**src/rtl/emmc_req_arb_pkg.sv**
```systemverilog
// Types and defaults for the emmc_sm request arbiter.
package emmc_arb_p;
  typedef logic [1:0] state_t;

  localparam state_t IDLE      = 2'd0;
  localparam state_t ISSUE     = 2'd1;
  localparam state_t WAIT_BUSY = 2'd2;
  localparam state_t WAIT_DONE = 2'd3;

  localparam int TIMEOUT_DEF = 4096;
endpackage

```
**src/rtl/jedec_p.sv**
```systemverilog
// Shared eMMC host-port constants used by the emmc_* blocks.
package jedec_p;
  localparam int DAT_WIDTH = 8;
endpackage

```
**src/rtl/emmc_req_arb_rr_pick.sv**
```systemverilog
// Combinational round-robin picker: first asserted request at or after ptr, cyclically.
module rr_pick #(
  parameter int NREQ = 2,
  parameter int IW   = 1
) (
  input  logic [NREQ-1:0] req,
  input  logic [IW-1:0]   ptr,
  output logic [NREQ-1:0] gnt,
  output logic [IW-1:0]   idx
);
  logic [IW-1:0] cand;

  always_comb begin
    gnt  = '0;
    idx  = '0;
    cand = '0;
    // Scan farthest-first so the nearest asserted requester overwrites the rest.
    for (int i = NREQ - 1; i >= 0; i--) begin
      cand = (int'(ptr) + i >= NREQ) ? IW'(int'(ptr) + i - NREQ) : IW'(int'(ptr) + i);
      if (req[cand]) begin
        gnt       = '0;
        gnt[cand] = 1'b1;
        idx       = cand;
      end
    end
  end
endmodule

```
**src/rtl/emmc_req_arb.sv**
```systemverilog
// Round-robin arbiter sharing the emmc_sm byte port between NREQ requesters.
// Optional watchdog enabled by defining EMMC_ARB_TIMEOUT_EN.
//
// state     | meaning
// IDLE      | no grant; arbitrate when a request is pending and emmc_sm is ready
// ISSUE     | sm_start_o high for one cycle
// WAIT_BUSY | wait for emmc_sm to drop ready
// WAIT_DONE | wait for ready to return; done_o pulses, then relock or release
module emmc_req_arb
  import jedec_p::*;
  import emmc_arb_p::*;
#(
  parameter int NREQ    = 2,
  parameter int TIMEOUT = TIMEOUT_DEF
) (
  input  logic                           clk_i,
  input  logic                           rst_ni,
  input  logic [NREQ-1:0]                req_i,
  input  logic [NREQ-1:0]                we_i,
  input  logic [NREQ-1:0][DAT_WIDTH-1:0] wdat_i,
  input  logic [NREQ-1:0]                lock_i,
  output logic [NREQ-1:0]                gnt_o,
  output logic [NREQ-1:0]                done_o,
  output logic                           err_o,
  output logic [DAT_WIDTH-1:0]           rdat_o,
  output logic                           sm_start_o,
  output logic                           sm_we_o,
  output logic [DAT_WIDTH-1:0]           sm_dat_o,
  input  logic [DAT_WIDTH-1:0]           sm_dat_i,
  input  logic                           sm_dvalid_i,
  input  logic                           sm_ready_i
);
  localparam int IW = (NREQ > 1) ? $clog2(NREQ) : 1;

  state_t          state_q;
  logic [IW-1:0]   rr_ptr_q;
  logic [IW-1:0]   gnt_idx_q;
  logic [IW-1:0]   pick_idx;
  logic [IW-1:0]   ptr_nxt;
  logic [NREQ-1:0] pick_gnt;
  logic            in_txn;
  logic            done_cyc;
  logic            tmo_fire;
  logic            relock;
  logic            rd_load;

  if (TIMEOUT < 2) begin : g_bad_timeout
    $error("emmc_req_arb: TIMEOUT must be at least 2");
  end

  rr_pick #(
    .NREQ (NREQ),
    .IW   (IW)
  ) u_pick (
    .req (req_i),
    .ptr (rr_ptr_q),
    .gnt (pick_gnt),
    .idx (pick_idx)
  );

  assign in_txn   = (state_q == ISSUE) || (state_q == WAIT_BUSY) || (state_q == WAIT_DONE);
  assign done_cyc = |done_o;
  // A timed-out completion never keeps the grant.
  assign relock   = lock_i[gnt_idx_q] && req_i[gnt_idx_q] && !err_o;
  assign ptr_nxt  = (gnt_idx_q == IW'(NREQ - 1)) ? '0 : gnt_idx_q + 1'b1;
  assign rd_load  = sm_dvalid_i && !sm_we_o && in_txn && !done_cyc && !tmo_fire;

`ifdef EMMC_ARB_TIMEOUT_EN
  localparam int TW = $clog2(TIMEOUT);

  logic [TW-1:0] tmo_cnt_q;
  logic          err_q;

  // Loaded so that the terminal count lands done_o exactly TIMEOUT cycles after ISSUE.
  assign tmo_fire = (tmo_cnt_q == '0) && !done_cyc &&
                    ((state_q == WAIT_BUSY) || ((state_q == WAIT_DONE) && !sm_ready_i));

  always_ff @(posedge clk_i) begin
    if (!rst_ni) begin
      tmo_cnt_q <= '0;
      err_q     <= 1'b0;
    end else begin
      err_q <= tmo_fire;
      if (state_q == ISSUE) begin
        tmo_cnt_q <= TW'(TIMEOUT - 2);
      end else if ((tmo_cnt_q != '0) && ((state_q == WAIT_BUSY) || (state_q == WAIT_DONE))) begin
        tmo_cnt_q <= tmo_cnt_q - 1'b1;
      end
    end
  end

  assign err_o = err_q;
`else
  assign tmo_fire = 1'b0;
  assign err_o    = 1'b0;
`endif

  always_ff @(posedge clk_i) begin
    if (!rst_ni) begin
      state_q    <= IDLE;
      rr_ptr_q   <= '0;
      gnt_idx_q  <= '0;
      gnt_o      <= '0;
      done_o     <= '0;
      rdat_o     <= '0;
      sm_start_o <= 1'b0;
      sm_we_o    <= 1'b0;
      sm_dat_o   <= '0;
    end else begin
      sm_start_o <= 1'b0;
      done_o     <= '0;
      case (state_q)
        IDLE: begin
          if ((|req_i) && sm_ready_i) begin
            gnt_o      <= pick_gnt;
            gnt_idx_q  <= pick_idx;
            sm_we_o    <= we_i[pick_idx];
            sm_dat_o   <= wdat_i[pick_idx];
            sm_start_o <= 1'b1;
            state_q    <= ISSUE;
          end
        end
        ISSUE: state_q <= WAIT_BUSY;
        WAIT_BUSY: begin
          if (tmo_fire) begin
            done_o  <= gnt_o;
            state_q <= WAIT_DONE;
          end else if (!sm_ready_i) begin
            state_q <= WAIT_DONE;
          end
        end
        WAIT_DONE: begin
          if (done_cyc) begin
            if (relock) begin
              sm_we_o    <= we_i[gnt_idx_q];
              sm_dat_o   <= wdat_i[gnt_idx_q];
              sm_start_o <= 1'b1;
              state_q    <= ISSUE;
            end else begin
              gnt_o    <= '0;
              rr_ptr_q <= ptr_nxt;
              state_q  <= IDLE;
            end
          end else if (sm_ready_i || tmo_fire) begin
            done_o <= gnt_o;
          end
        end
        default: state_q <= IDLE;
      endcase
      if (rd_load) rdat_o <= sm_dat_i;
    end
  end
endmodule

```
**config.mk**
```make
export PLATFORM = sky130hd
export DESIGN_NAME = emmc_req_arb
export DESIGN_NICKNAME = d
export VERILOG_FILES = /design/src/rtl/emmc_req_arb_pkg.sv /design/src/rtl/jedec_p.sv /design/src/rtl/emmc_req_arb_rr_pick.sv /design/src/rtl/emmc_req_arb.sv
export SDC_FILE = /design/constraint.sdc
export NUM_CORES = 1
export LEC_CHECK = 0
export CAP_MARGIN = 20
export CORE_MARGIN = 8
export CORE_UTILIZATION = 41
export DETAILED_ROUTE_END_ITERATION = 6
export PLACE_DENSITY = 0.79
export SETUP_SLACK_MARGIN = 0.4
export SLEW_MARGIN = 20
export SYNTH_ARGS = -nofsm -noshare
export SYNTH_HDL_FRONTEND = slang
export SYNTH_HIERARCHICAL = 1
export SYNTH_SLANG_ARGS = --single-unit
```
**constraint.sdc**
```tcl
create_clock -name clk_i -period 2.3 [get_ports clk_i]
set_clock_uncertainty 0.1 [all_clocks]
set_input_delay 0.23 -clock clk_i [delete_from_list [all_inputs] [get_ports clk_i]]
set_output_delay 0.23 -clock clk_i [all_outputs]
set_load 0.01 [all_outputs]
```
* After elaboration in Yosys (flattened, before gate mapping) *
Index checks and enable logic that the tools add are counted.

word-level totals
  register bits = 26
  bits of input ports = 34
  word-level logic and storage cells = 102

operators by class
  $add $sub $neg = 4
  magnitude comparators = 8
  equal/unequal tests = 8
  muxes and demuxes = 48
  bitwise logic cells = 4
  reduce and logical (&&, ||, !) cells = 21

operators by type and width
  cell                                                                                 number
  8-bit two-way mux                                                                    7
  1-bit two-way mux                                                                    26
  2-bit two-way mux                                                                    8
  8-bit case mux with 2 select lines                                                   1
  2-bit != test, second input constant                                                 5
  1-bit by 2-bit less-than comparator with 1-bit output, second input constant         4
  2-bit case mux with 4 select lines                                                   1
  4-bit AND reduction                                                                  2
  1-bit logical AND                                                                    7
  3-bit AND reduction                                                                  2
  5-bit OR reduction                                                                   1
  2-bit equality test, second input constant                                           2
  1-bit NOT                                                                            4
  1-bit case mux with 2 select lines                                                   2
  2-bit case mux with 2 select lines                                                   1
  2-bit OR reduction                                                                   2
  1-bit by 1-bit adder with 2-bit output, second input constant                        1
  1-bit demux with 1-bit select                                                        2
  2-bit by 1-bit equality test with 1-bit output, second input constant                1
  1-bit greater-or-equal comparator, second input constant                             2
  1-bit by 2-bit greater-or-equal comparator with 1-bit output, second input constant  1
  2-bit greater-or-equal comparator, second input constant                             1
  1-bit zero test                                                                      2
  2-bit zero test                                                                      1
  5 further kinds                                                                      7

* Longest topological paths before layout *
Gate-level depths: netlist of run 1.

  word-level depth = 11
  gate-level depth with buffers = 7
  mapped depth without buffers = 6

* Modules after synthesis *
The synthesis of run 1 kept the hierarchy.

by module, submodules not included
  module        instances  cells an instance  area each (um^2)  seq. area each (um^2)
  emmc_req_arb  1          116                1,234.9           520.5
  rr_pick       1          4                  26.3              0.0

* Worst setup path after synthesis of run 1 *
OpenSTA, ideal clock, no wires.

  kind = flip-flop to flip-flop
  from = register state_q[1]
  to = register sm_dat_o[1]
  data arrival time = 1.496 ns
  data required time = 2.109 ns
  slack = 0.613 ns
  cell stages (with the launch flop) = 8
  clock period less this slack = 1.687 ns
  cells stage by stage = dfxtp_1 inv_1 ha_1 nand2b_1 a21oi_4 buf_6 a21oi_2 a311oi_1

between the ends
  cells in the longest elaborated chain, start to end = 3

RTL lines
  what                                                           RTL line             text
  start: declaration                                             emmc_req_arb.sv:35   state_t state_q;
  start signal: assignment                                       emmc_req_arb.sv:100  state_q <= IDLE;
  start signal: assignment                                       emmc_req_arb.sv:120  state_q <= ISSUE;
  start signal: assignment                                       emmc_req_arb.sv:123  ISSUE: state_q <= WAIT_BUSY;
  2-bit equality test or 2-bit zero test (tied branches)         emmc_req_arb.sv:112  case (state_q)
  2-bit != test (no line) or 2-bit nonzero test (tied branches)  -
  4-bit AND reduction (no line)                                  -
  end signal: assignment                                         emmc_req_arb.sv:118  sm_dat_o <= wdat_i[pick_idx];
  end signal: assignment                                         emmc_req_arb.sv:136  sm_dat_o <= wdat_i[gnt_idx_q];
  end: declaration                                               emmc_req_arb.sv:28   output logic [DAT_WIDTH-1:0] sm_dat_o,

Parallel ways exist; a longest one is shown, timed or not.
A chain may end at the register's enable or synchronous reset.

* Worst setup path after layout of run 1 *
  from = register state_q[1]
  to = register state_q[0]

between the ends
  cells in the longest elaborated chain, start to end = 3

RTL lines
  what                                                    RTL line
  2-bit equality test or 2-bit zero test (tied branches)  emmc_req_arb.sv:112
  2-bit != test (no line)                                 -
  3-bit AND reduction (no line)                           -

Parallel ways exist; a longest one is shown, timed or not.

==> run summary, run 1 <==
status = finished clean
number of synthesized flops with an enable pin = 0
Worst Setup SP = state_q[1]
WP buf/inv = 2
Hold Path Sink = rdat_o[0]
Placed Area = 0.00182 mm²
post-route cell area = 0.00197 mm²
crit-path leading delay family = compound AO/OA/AOI/OAI gates
largest cells by area after synthesis = dfxtp_1 41%, mux2i_1 16%, a311oi_1 5.6%
Cell Chain, Critical Path = ha_2 > nor3b_4 > buf_4 > buf_4 > a221oi_4 > o21ai_1 > a221oi_1
post-layout util = 66.1%
Max IR drop VDD = 414 µV
Final Hold Viols = 0
DRC viols = 0
Mapped Nets = 158
Final GP Congestion = 0.846
dominant synthesized flop cell = dfxtp_1
Tmin final = 1890 ps
synthesis-stage register bit count = 26
Post-synth ARST share = 0%
P per Cell Area = 922 mW/mm²
leakage = 0.749 nW
setup TNS = 0 ps
Fmax achieved = 529 MHz
Filler Cells Inserted = 233
initial antenna violation count = 0
share of cells above drive strength 1 = 14.4%
Yosys warnings = 6
Final Max Tran Viols = 0
HP Class = in -> reg
Diodes inserted = 0
RR Startpoint = state_q[1]
delay of the slowest critical-path stage = 370 ps
DRT Wirelength = 3590 µm
clk root buf = clkbuf_4
Synth Instances = 120
dpl hpwl = 2530 µm
worst-case clock buffer depth = 2
latest clock arrival within the worst-skew pair = 330 ps
hold_ws = 400 ps
library cells used by synthesis = 36
vias in the first global route = 1156
CP Depth = 7
first-pass GRT wire length = 5460 µm
chip height = 71.5 µm
RR Endpoint = state_q[0]
IO Pins = 57
Crit Path Max Fanout = 7
total iterations of the first detailed-routing run = 4
Core ar. = 0.00298 mm²
worst-case reg-to-reg path depth = 7
cts hold-fix bufs = 0
PortBufs = 55
CTS Buf Count = 3
row cnt = 20
Tcrit/Tclk final = 82.2%
Setup CP Type = reg -> reg
Critical Path RT = 2440 ps
final number of setup-violating endpoints = 0
Post-Syn Area per Cell = 10.5 µm²
reg2reg setup slack = 410 ps
largest net degree at the start of global routing = 19
RSZ-0062 raised after global routing = yes
DR vias = 1162
Seq/Total Area, Yosys = 41.3%
Synth area leader = dfxtp_1
Starting Density = 42.4%
Crit path top cell by count = buf_4
Worst path slowest cell = dfxtp_2
Detail Route Antenna Nets = 0
chip width = 71.5 µm
share of the synthesized area in the top cell type = 41.3%
arrival time at the worst endpoint = 2030 ps
clock sinks = 26
Worst-path clk slew = 140 ps
1st-iter DRT viols = 53
H-tree depth = 1
Global Route Usage Sum = 12.9%
Syn Std Cell Area = 0.00126 mm²
Startpoint Class = register
Worst Setup End Kind = register
Syn-to-layout area delta = 56.0%
hold_sp = sm_dat_i[0]
vias per inst = 5.46
GRT Residual Overflow = 0
maxcap violations = 0
CTS tree = done
Die Area = 0.00511 mm²
layout net count = 219
worst hold path cell count = 3
DR WL/cell = 16.8 µm
## state kept, by name, summed over array words and instances, names as in the netlist, 2 cells and up
register,count
gnt_o,2
done_o,2
state_q,2
rdat_o,8
sm_dat_o,8
## cell families (layout without fill, tap and decap cells)
group | count (synthesis) | count (layout) | synth area share [%]
AO/OA/AOI/OAI | 30 | 32 | 19.5
adder cells (fa/ha/maj) | 4 | 4 | 3.97
buffers and inverters | 13 | 71 | 6.05
flip-flops | 26 | 26 | 41.3
multiplexers | 21 | 21 | 17.7
other | 1 | 1 | 0.297
AND/OR/NAND/NOR | 25 | 25 | 11.2
## metal layers
metal | vias up | part of all wire (%) | global-route usage (%)
met3 | 5 | 7.4 | 5.16
met5 | - | 0 | 0
li1 | 569 | - | -
met4 | 0 | 0.84 | 3.40
met2 | 40 | 49 | 21.0
met1 | 548 | 43 | 15.3
## cells in the mapped netlist (2+ instances only)
cell and count:
nor2_1 11, a21oi_1 8, dfxtp_1 26, a21boi_0 2, mux2i_1 20, inv_1 5, a32o_1 2, nor3_1 2
a311oi_1 8, buf_4 3, and4_1 2, nand2b_1 2, ha_1 4, clkbuf_1 2, buf_6 2
## cells in the final DEF, fill, tap and decap left out, drive strengths merged, types with 3 or more instances in the layout
master / n
a311oi: 9
mux2i: 21
nor2: 11
clkbuf: 3
buf: 7
a21boi: 3
inv: 5
ha: 4
a21oi: 12
dfxtp: 26
clkdlybuf4s50: 55
## worst reg2reg max path: stages (launching register included)
cell	delay (ps)
dfxtp_2	370
ha_2	250
nor3b_4	170
buf_4	160
buf_4	150
a221oi_4	230
o21ai_1	110
a221oi_1	260
## final cells by class
type / instances / area (µm²) / area share, %
sequential: 26 / 522 / 26.5
tap: 33 / 41.3 / 2.10
inverter: 5 / 18.8 / 0.954
clock inverter: 1 / 30.0 / 1.53
timing repair buffer: 62 / 603 / 30.7
multi-input combinational: 83 / 729 / 37.1
clock buffer: 3 / 22.5 / 1.15
## per-stage QoR
step | total power, mW | std cells | setup slack (ps)
after floorplan | 1.09 | 120 | 613
after global placement | 1.37 | 202 | 288
after detailed placement | 1.39 | 202 | 200
after CTS | 1.74 | 210 | 406
after global routing | 1.92 | 213 | 322
final | 1.81 | 213 | 409
## power breakdown
group,internal [mW],total (mW),leakage (nW),switching (mW)
clock network,0.176,0.316,0.0279,0.140
registers,0.557,0.628,0.213,0.0716
logic,0.468,0.869,0.508,0.401
## what timing repair did
action | 4_1_cts | 5_1_grt
buffers inserted | 3 | 2
endpoints found under the setup margin | 11 | 10
cloned | 1 | 1
pin swaps | 1 | 1
resized for setup | 2 | 6
## worst max path at each step
stage / to / slack, ps
detailed placement: gnt_o[1] / 200
finish: state_q[0] / 410
global placement: gnt_o[1] / 290
global route: state_q[0] / 320
floorplan: sm_dat_o[1] / 610
CTS: sm_dat_o[1] / 410
No activity file was read; power rests on OpenSTA's default activity.
==> inputs of run 2 (changes only) <==
--- a/config.mk
+++ b/config.mk
@@ -7,9 +7,9 @@
 export LEC_CHECK = 0
 export CAP_MARGIN = 20
 export CORE_MARGIN = 8
-export CORE_UTILIZATION = 41
+export CORE_UTILIZATION = 37
 export DETAILED_ROUTE_END_ITERATION = 6
-export PLACE_DENSITY = 0.79
+export PLACE_DENSITY = 0.75
 export SETUP_SLACK_MARGIN = 0.4
 export SLEW_MARGIN = 20
 export SYNTH_ARGS = -nofsm -noshare
==> constraint.sdc (replaced) <==
create_clock -name clk_i -period 1.7 [get_ports clk_i]
set_clock_uncertainty 0.1 [all_clocks]
set_input_delay 0.17 -clock clk_i [delete_from_list [all_inputs] [get_ports clk_i]]
set_output_delay 0.17 -clock clk_i [all_outputs]
set_load 0.01 [all_outputs]
==> run 2 against run 1 <==
Effect of this change:
- the flow now finishes with violations (negative setup slack)
- hold slack worse by 68 ps
- sequential cell count is the same
- core utilization is 2.1 points higher
- wire length rose by 15%
- die area is 8.4% higher
- design area increased by 15%
- register-to-register slack got worse by 410 ps
- fmax grew 11%
==> run summary, run 2 (synthesized netlist as in run 1, its figures left out) <==
Diodes inserted = 0 (unchanged)
RSZ-0062 raised after global routing = yes (unchanged)
first-pass GRT wire length = 6150 µm (was 5460 µm)
1st-iter DRT viols = 48 (was 53)
worst-case clock buffer depth = 2 (unchanged)
chip width = 74.4 µm (was 71.5 µm)
Max IR drop VDD = 743 µV (was 414 µV)
cts hold-fix bufs = 0 (unchanged)
RR Endpoint = sm_dat_o[7] (was state_q[0])
HP Class = in -> reg (unchanged)
Core ar. = 0.00331 mm² (was 0.00298 mm²)
layout net count = 234 (was 219)
DRT Wirelength = 4110 µm (was 3590 µm)
worst-case reg-to-reg path depth = 6 (was 7)
post-route cell area = 0.00226 mm² (was 0.00197 mm²)
Filler Cells Inserted = 276 (was 233)
DR WL/cell = 17.1 µm (was 16.8 µm)
Clock Power Share = 14.1% (was 17.4%)
share of cells above drive strength 1 = 33.3% (was 14.4%)
most common cell after layout, fill and taps aside = clkdlybuf4s50_1 (unchanged)
GRT Residual Overflow = 0 (unchanged)
Tmin final = 1700 ps (was 1890 ps)
Fmax achieved = 588 MHz (was 529 MHz)
WP buf/inv = 2 (unchanged)
P per Cell Area = 1210 mW/mm² (was 922 mW/mm²)
sw frac = 35.4% (was 33.8%)
failing checks = negative setup slack
vias per inst = 5.02 (was 5.46)
Starting Density = 38.1% (was 42.4%)
Comb power frac = 53.8% (was 47.9%)
status = complete, but fails checks (was finished clean)
H-tree depth = 1 (unchanged)
latest clock arrival within the worst-skew pair = 330 ps (about the same)
Die Area = 0.00553 mm² (was 0.00511 mm²)
final number of setup-violating endpoints = 1 (was 0)
leakage = 0.952 nW (was 0.749 nW)
setup ws final = -1.76 ps (was 409 ps)
PortBufs = 55 (unchanged)
crit-path leading delay family = flip-flops (was compound AO/OA/AOI/OAI gates)
dpl ws = -217 ps (was 200 ps)
Setup CP Type = reg -> reg (unchanged)
delay of the slowest critical-path stage = 410 ps (was 370 ps)
Final Hold Viols = 0 (unchanged)
maxcap violations = 0 (unchanged)
reg2reg setup slack = -2 ps (was 410 ps)
clk root buf = clkbuf_4 (unchanged)
Syn-to-layout area delta = 78.9% (was 56.0%)
IO Pins = 57 (unchanged)
Flop pwr share = 32.1% (was 34.6%)
row cnt = 21 (was 20)
CTS tree = done (unchanged)
Hold Path Sink = rdat_o[2] (was rdat_o[0])
Critical Path RT = 1850 ps (was 2440 ps)
Tcrit/Tclk final = 100% (was 82.2%)
Largest regs = rdat_o x8, sm_dat_o x8 (unchanged)
DR vias = 1209 (was 1162)
hold_sp = sm_dat_i[2] (was sm_dat_i[0])
Final Max Tran Viols = 0 (unchanged)
commonest non-fill, non-tap cells in the layout = 32 x clkdlybuf4s50_1, 19 x mux2i_1, 16 x dlygate4sd2_1 (was 55 x clkdlybuf4s50_1, 25 x dfxtp_1, 20 x mux2i_1)
arrival time at the worst endpoint = 1850 ps (was 2030 ps)
Crit Path Max Fanout = 9 (was 7)
CTS Buf Count = 3 (unchanged)
chip height = 74.4 µm (was 71.5 µm)
total iterations of the first detailed-routing run = 4 (unchanged)
hold_ws = 333 ps (was 400 ps)
Global Route Usage Sum = 14.1% (was 12.9%)
largest net degree at the start of global routing = 19 (unchanged)
CP Depth = 6 (was 7)
Startpoint Class = register (unchanged)
worst hold path cell count = 3 (unchanged)
Cell Chain, Critical Path = ha_4 > nor3b_4 > a21oi_4 > buf_6 > buf_16 > a311oi_1 (was ha_2 > nor3b_4 > buf_4 > buf_4 > a221oi_4 > o21ai_1 > a221oi_1)
Final GP Congestion = 0.793 (was 0.846)
net load switching power = 0.966 mW (was 0.613 mW)
vias in the first global route = 1298 (was 1156)
Detail Route Antenna Nets = 0 (unchanged)
Worst path slowest cell = dfxtp_4 (was dfxtp_2)
Placed Area = 0.00198 mm² (was 0.00182 mm²)
dpl hpwl = 2960 µm (was 2530 µm)
RR Startpoint = state_q[1] (unchanged)
initial antenna violation count = 0 (unchanged)
P_int = 1.76 mW (was 1.20 mW)
Worst-path clk slew = 160 ps (was 140 ps)
DRC viols = 0 (unchanged)
Worst Setup End Kind = register (unchanged)
clock sinks = 26 (unchanged)
run 2: worst max-delay path by stage:
stage                     slack (ps)  startpoint     endpoint
final                             -2  state_q[1]  sm_dat_o[7]
after global routing             -40  state_q[0]   state_q[1]
after CTS                         10  state_q[1]   state_q[0]
after detailed placement        -220    req_i[0]  sm_dat_o[6]
after global placement          -110    req_i[0]  sm_dat_o[7]
after floorplan                  120  state_q[1]  sm_dat_o[1]
run 2: through the flow:
| step | TNS [ps] | std cells | power (mW) | utilization [%] |
|---|---|---|---|---|
| 2_1_floorplan | 0 | 120 | 1.53 | - |
| 3_3_place_gp | -857 | 225 | 1.98 | 59.9 |
| 3_5_place_dp | -1810 | 225 | 2.04 | 59.9 |
| 4_1_cts | 0 | 236 | 2.59 | 65.2 |
| 5_1_grt | -116 | 241 | 2.87 | 68.1 |
| 6_report | -1.76 | 241 | 2.73 | 68.1 |
run 2: power groups by stage:
stage / combinational, mW / clock (mW) / sequential [mW]
after floorplan: 0.611 / 0 / 0.918
after CTS: 1.33 / 0.391 / 0.868
final: 1.47 / 0.385 / 0.877
after global placement: 1.11 / 0 / 0.870
after global routing: 1.56 / 0.415 / 0.894
after detailed placement: 1.16 / 0 / 0.878
run 2: layout make-up:
type / count / area (µm²) / share of cell area (%)
Inverter: 5 / 21.3 / 0.943
Multi-Input combinational cell: 81 / 792 / 35.1
Sequential cell: 26 / 544 / 24.1
Tap cell: 46 / 57.6 / 2.55
Clock buffer: 4 / 47.5 / 2.11
Timing Repair Buffer: 79 / 793 / 35.2
run 2: timing repair:
action	4_1_cts	5_1_grt
cloned	1	0
resized for setup	39	23
setup buffers	6	5
pin swaps	10	16
endpoints found under the setup margin	47	36
run 2: per-layer routing:
| metal | vias up | track usage (%) | share of wire [%] |
|---|---|---|---|
| li1 | 594 | - | - |
| met1 | 567 | 15.8 | 41 |
| met2 | 42 | 24.4 | 50 |
| met3 | 6 | 4.45 | 7.4 |
| met4 | 0 | 5.22 | 1.4 |
| met5 | - | 0 | 0 |
run 2: tightest hold or removal path: cells and delay by family:
kind | cells | cell delay, ps
buffers and inverters | 1 | 400
AND/OR/NAND/NOR | 1 | 50
multiplexers | 1 | 130
==> edit, RTL diff (flow settings as in run 1) <==
Build with the macro `EMMC_ARB_TIMEOUT_EN` defined.
--- a/src/rtl/emmc_req_arb.sv
+++ b/src/rtl/emmc_req_arb.sv
@@ -8,2 +8,4 @@
 // WAIT_DONE | wait for ready to return; done_o pulses, then relock or release
+`define EMMC_ARB_TIMEOUT_EN
+
 module emmc_req_arb
Function: no difference found for any inputs over 10 cycles, from zero or initial values and one cycle with rst_ni low; that may be too few to reach the edited logic, so the function may still have changed.
==> edit against run 1 <==
- setup slack got worse by 0.12 ns
- via count rose by 71%
- first-iteration DRC count grew 94%
- count of clock-buffer cells in the layout grew 5
- sequential share of layout area shrank 0.46 points
- power is 100% higher
- area after synthesis up 62%
- non-clock buffer count grew 13
- design area is 54% higher
- sequential cell count grew 13
- wire length is 53% higher
- worst hold slack worse by 0.038 ns
- critical path type unchanged
- critical endpoint is now tmo_cnt_q[11]
- largest power group unchanged
==> edit: results (changes against run 1) <==
Global route
  – Via count of the first global-routing pass: 2002 (was 1156)
  – First-pass GRT wire length: 9340 um (was 5460 um)
  – Initial antenna violation count: 0 (unchanged)
  – Total Routing Usage GR: 15.4% (was 12.9%)
  – Largest net degree at the start of global routing: 29 (was 19)

Power and ir drop
  – Sw frac: 38.7% (was 33.8%)
  – Max rail drop VDD: 0.609 mV (was 0.414 mV)
  – Leakage: 1.16 nW (was 0.749 nW)

Synthesis
  – Count of cell types in the netlist: 50 (was 36)
  – Sequential-to-total area share from yosys stat: 38.2% (was 41.3%)
  – Asr flop ratio synth: 0% (unchanged)
  – Synth top area cells: dfxtp_1 38%, mux2i_1 9.3%, nand2_1 5.5% (was dfxtp_1 41%, mux2i_1 16%, a311oi_1 5.6%)
  – Synth top cells by count: 39 x dfxtp_1, 30 x nand2_1, 19 x mux2i_1 (was 26 x dfxtp_1, 20 x mux2i_1, 11 x nor2_1)
  – Syn Nets: 262 (was 158)

Placed design
  – HPWL Detailed: 3900 um (was 2530 um)
  – Routability cong.: 0.797 (was 0.846)
  – IO buf count: 56 (was 55)
  – DP Worst Slack: 0.123 ns (was 0.200 ns)

Finish
  – Final #Nets: 334 (was 219)
  – Layout cells sized above 1: 25.1% (was 14.4%)
  – Largest regs: tmo_cnt_q: 12 flops, rdat_o: 8 flops, sm_dat_o: 8 flops (was rdat_o: 8 flops, sm_dat_o: 8 flops)
  – N_diodes: 0 (unchanged)

Drt
  – Drt first pass iters: 4 (unchanged)
  – Met2 WL post-DR: 2620 um (was 1740 um)
  – First DRT Iteration DRCs: 103 (was 53)
  – Max Used Layer: met4 (unchanged)
  – WL/cell: 15.2 um (was 16.8 um)
  – Met3 wire length: 332 um (was 266 um)
  – DR DRC count: 0 (unchanged)
  – Drt via density: 5.50 (was 5.46)
  – Routed metal-1 wire length: 2450 um (was 1550 um)

Clock network
  – Root buf cell: clkbuf_8 (was clkbuf_4)
  – Clock Latency Late Sink: 0.29 ns (was 0.33 ns)
  – Inserted Clock Buffers: 5 (was 3)
  – H-tree depth: 2 (was 1)
  – Reg clk slew, reported paths: 0.07 ns (was 0.14 ns)

Hold path
  – Min-Delay Path Class: reg -> reg (was in -> reg)

Run status
  – Status: completed (unchanged)

Setup path
  – CP Data Arrival Time: 2.12 ns (was 2.03 ns)
  – CP Max Fanout: 5 (was 7)
==> edit: cell count changes after synthesis, moves of 6 or more <==
cell / before / now
nand2_1: 1 / 30
a311oi_1: 8 / 0
o21ai_0: 1 / 8
o221a_2: 0 / 9
dfxtp_1: 26 / 39
a31oi_1: 0 / 6
==> edit: cells by family after synthesis <==
kind of cell               Yosys count  synth area share, %
adders and majority gates            6                 3.68
and+or+nand+nor                     82                 22.2
buffers and inverters               19                 4.78
AOI/OAI and AO/OA                   56                 21.1
muxes                               20                 9.99
DFF                                 39                 38.2
==> edit: layer usage <==
metal / vias up / global-route usage [%]
li1: 984 / -
met1: 948 / 17.8
met2: 49 / 25.3
met3: 10 / 4.54
met4: 0 / 7.67
met5: - / 0
==> edit: final cells by class <==
class,instances,area (um2)
clock buffer,8,100
fill,395,1730
inverter,9,33.8
multi-input combinational,164,1290
sequential,39,788
tap,67,83.8
timing repair buffer,75,731
==> edit: power groups by stage <==
| stage | Clock [mW] | Sequential, mW | Combinational [mW] |
|---|---|---|---|
| 4_1_cts | 0.518 | 1.09 | 2.00 |
| 3_3_place_gp | 0 | 1.08 | 1.68 |
| 2_1_floorplan | 0 | 1.09 | 1.10 |
| 3_5_place_dp | 0 | 1.08 | 1.70 |
| 6_report | 0.507 | 1.11 | 2.07 |
| 5_1_grt | 0.552 | 1.15 | 2.28 |
==> edit: repair_timing <==
item | CTS | global route
setup endpoints to repair | 29 | 32
hold endpoints to repair | 0 | 0
buffers inserted | 8 | 0
gates resized for setup | 25 | 12
pin swaps | 9 | 6
==> edit: worst paths after layout <==
| check | cells past startpoint | to | start | slack [ns] |
|---|---|---|---|---|
| setup / recovery | 4 | tmo_cnt_q[11] | tmo_cnt_q[0] | 0.29 |
| hold / removal | 2 | rdat_o[1] | rdat_o[1] | 0.36 |
| setup reg to reg | 4 | tmo_cnt_q[11] | tmo_cnt_q[0] | 0.29 |
| hold reg to reg | 2 | rdat_o[1] | rdat_o[1] | 0.36 |
==> edit: worst max-delay path, stage by stage, from the launching register on <==
cell and delay (ns):
dfxtp_2 0.34, or4_4 0.55, or3_4 0.35, or4_4 0.41, a31oi_1 0.17
==> edit: through the flow <==
step                cell area [um2]  std cells
floorplan                      2050        222
global placement               2710        346
detailed placement             2710        346
CTS                            2980        362
global route                   3020        362
finish                         3020        362
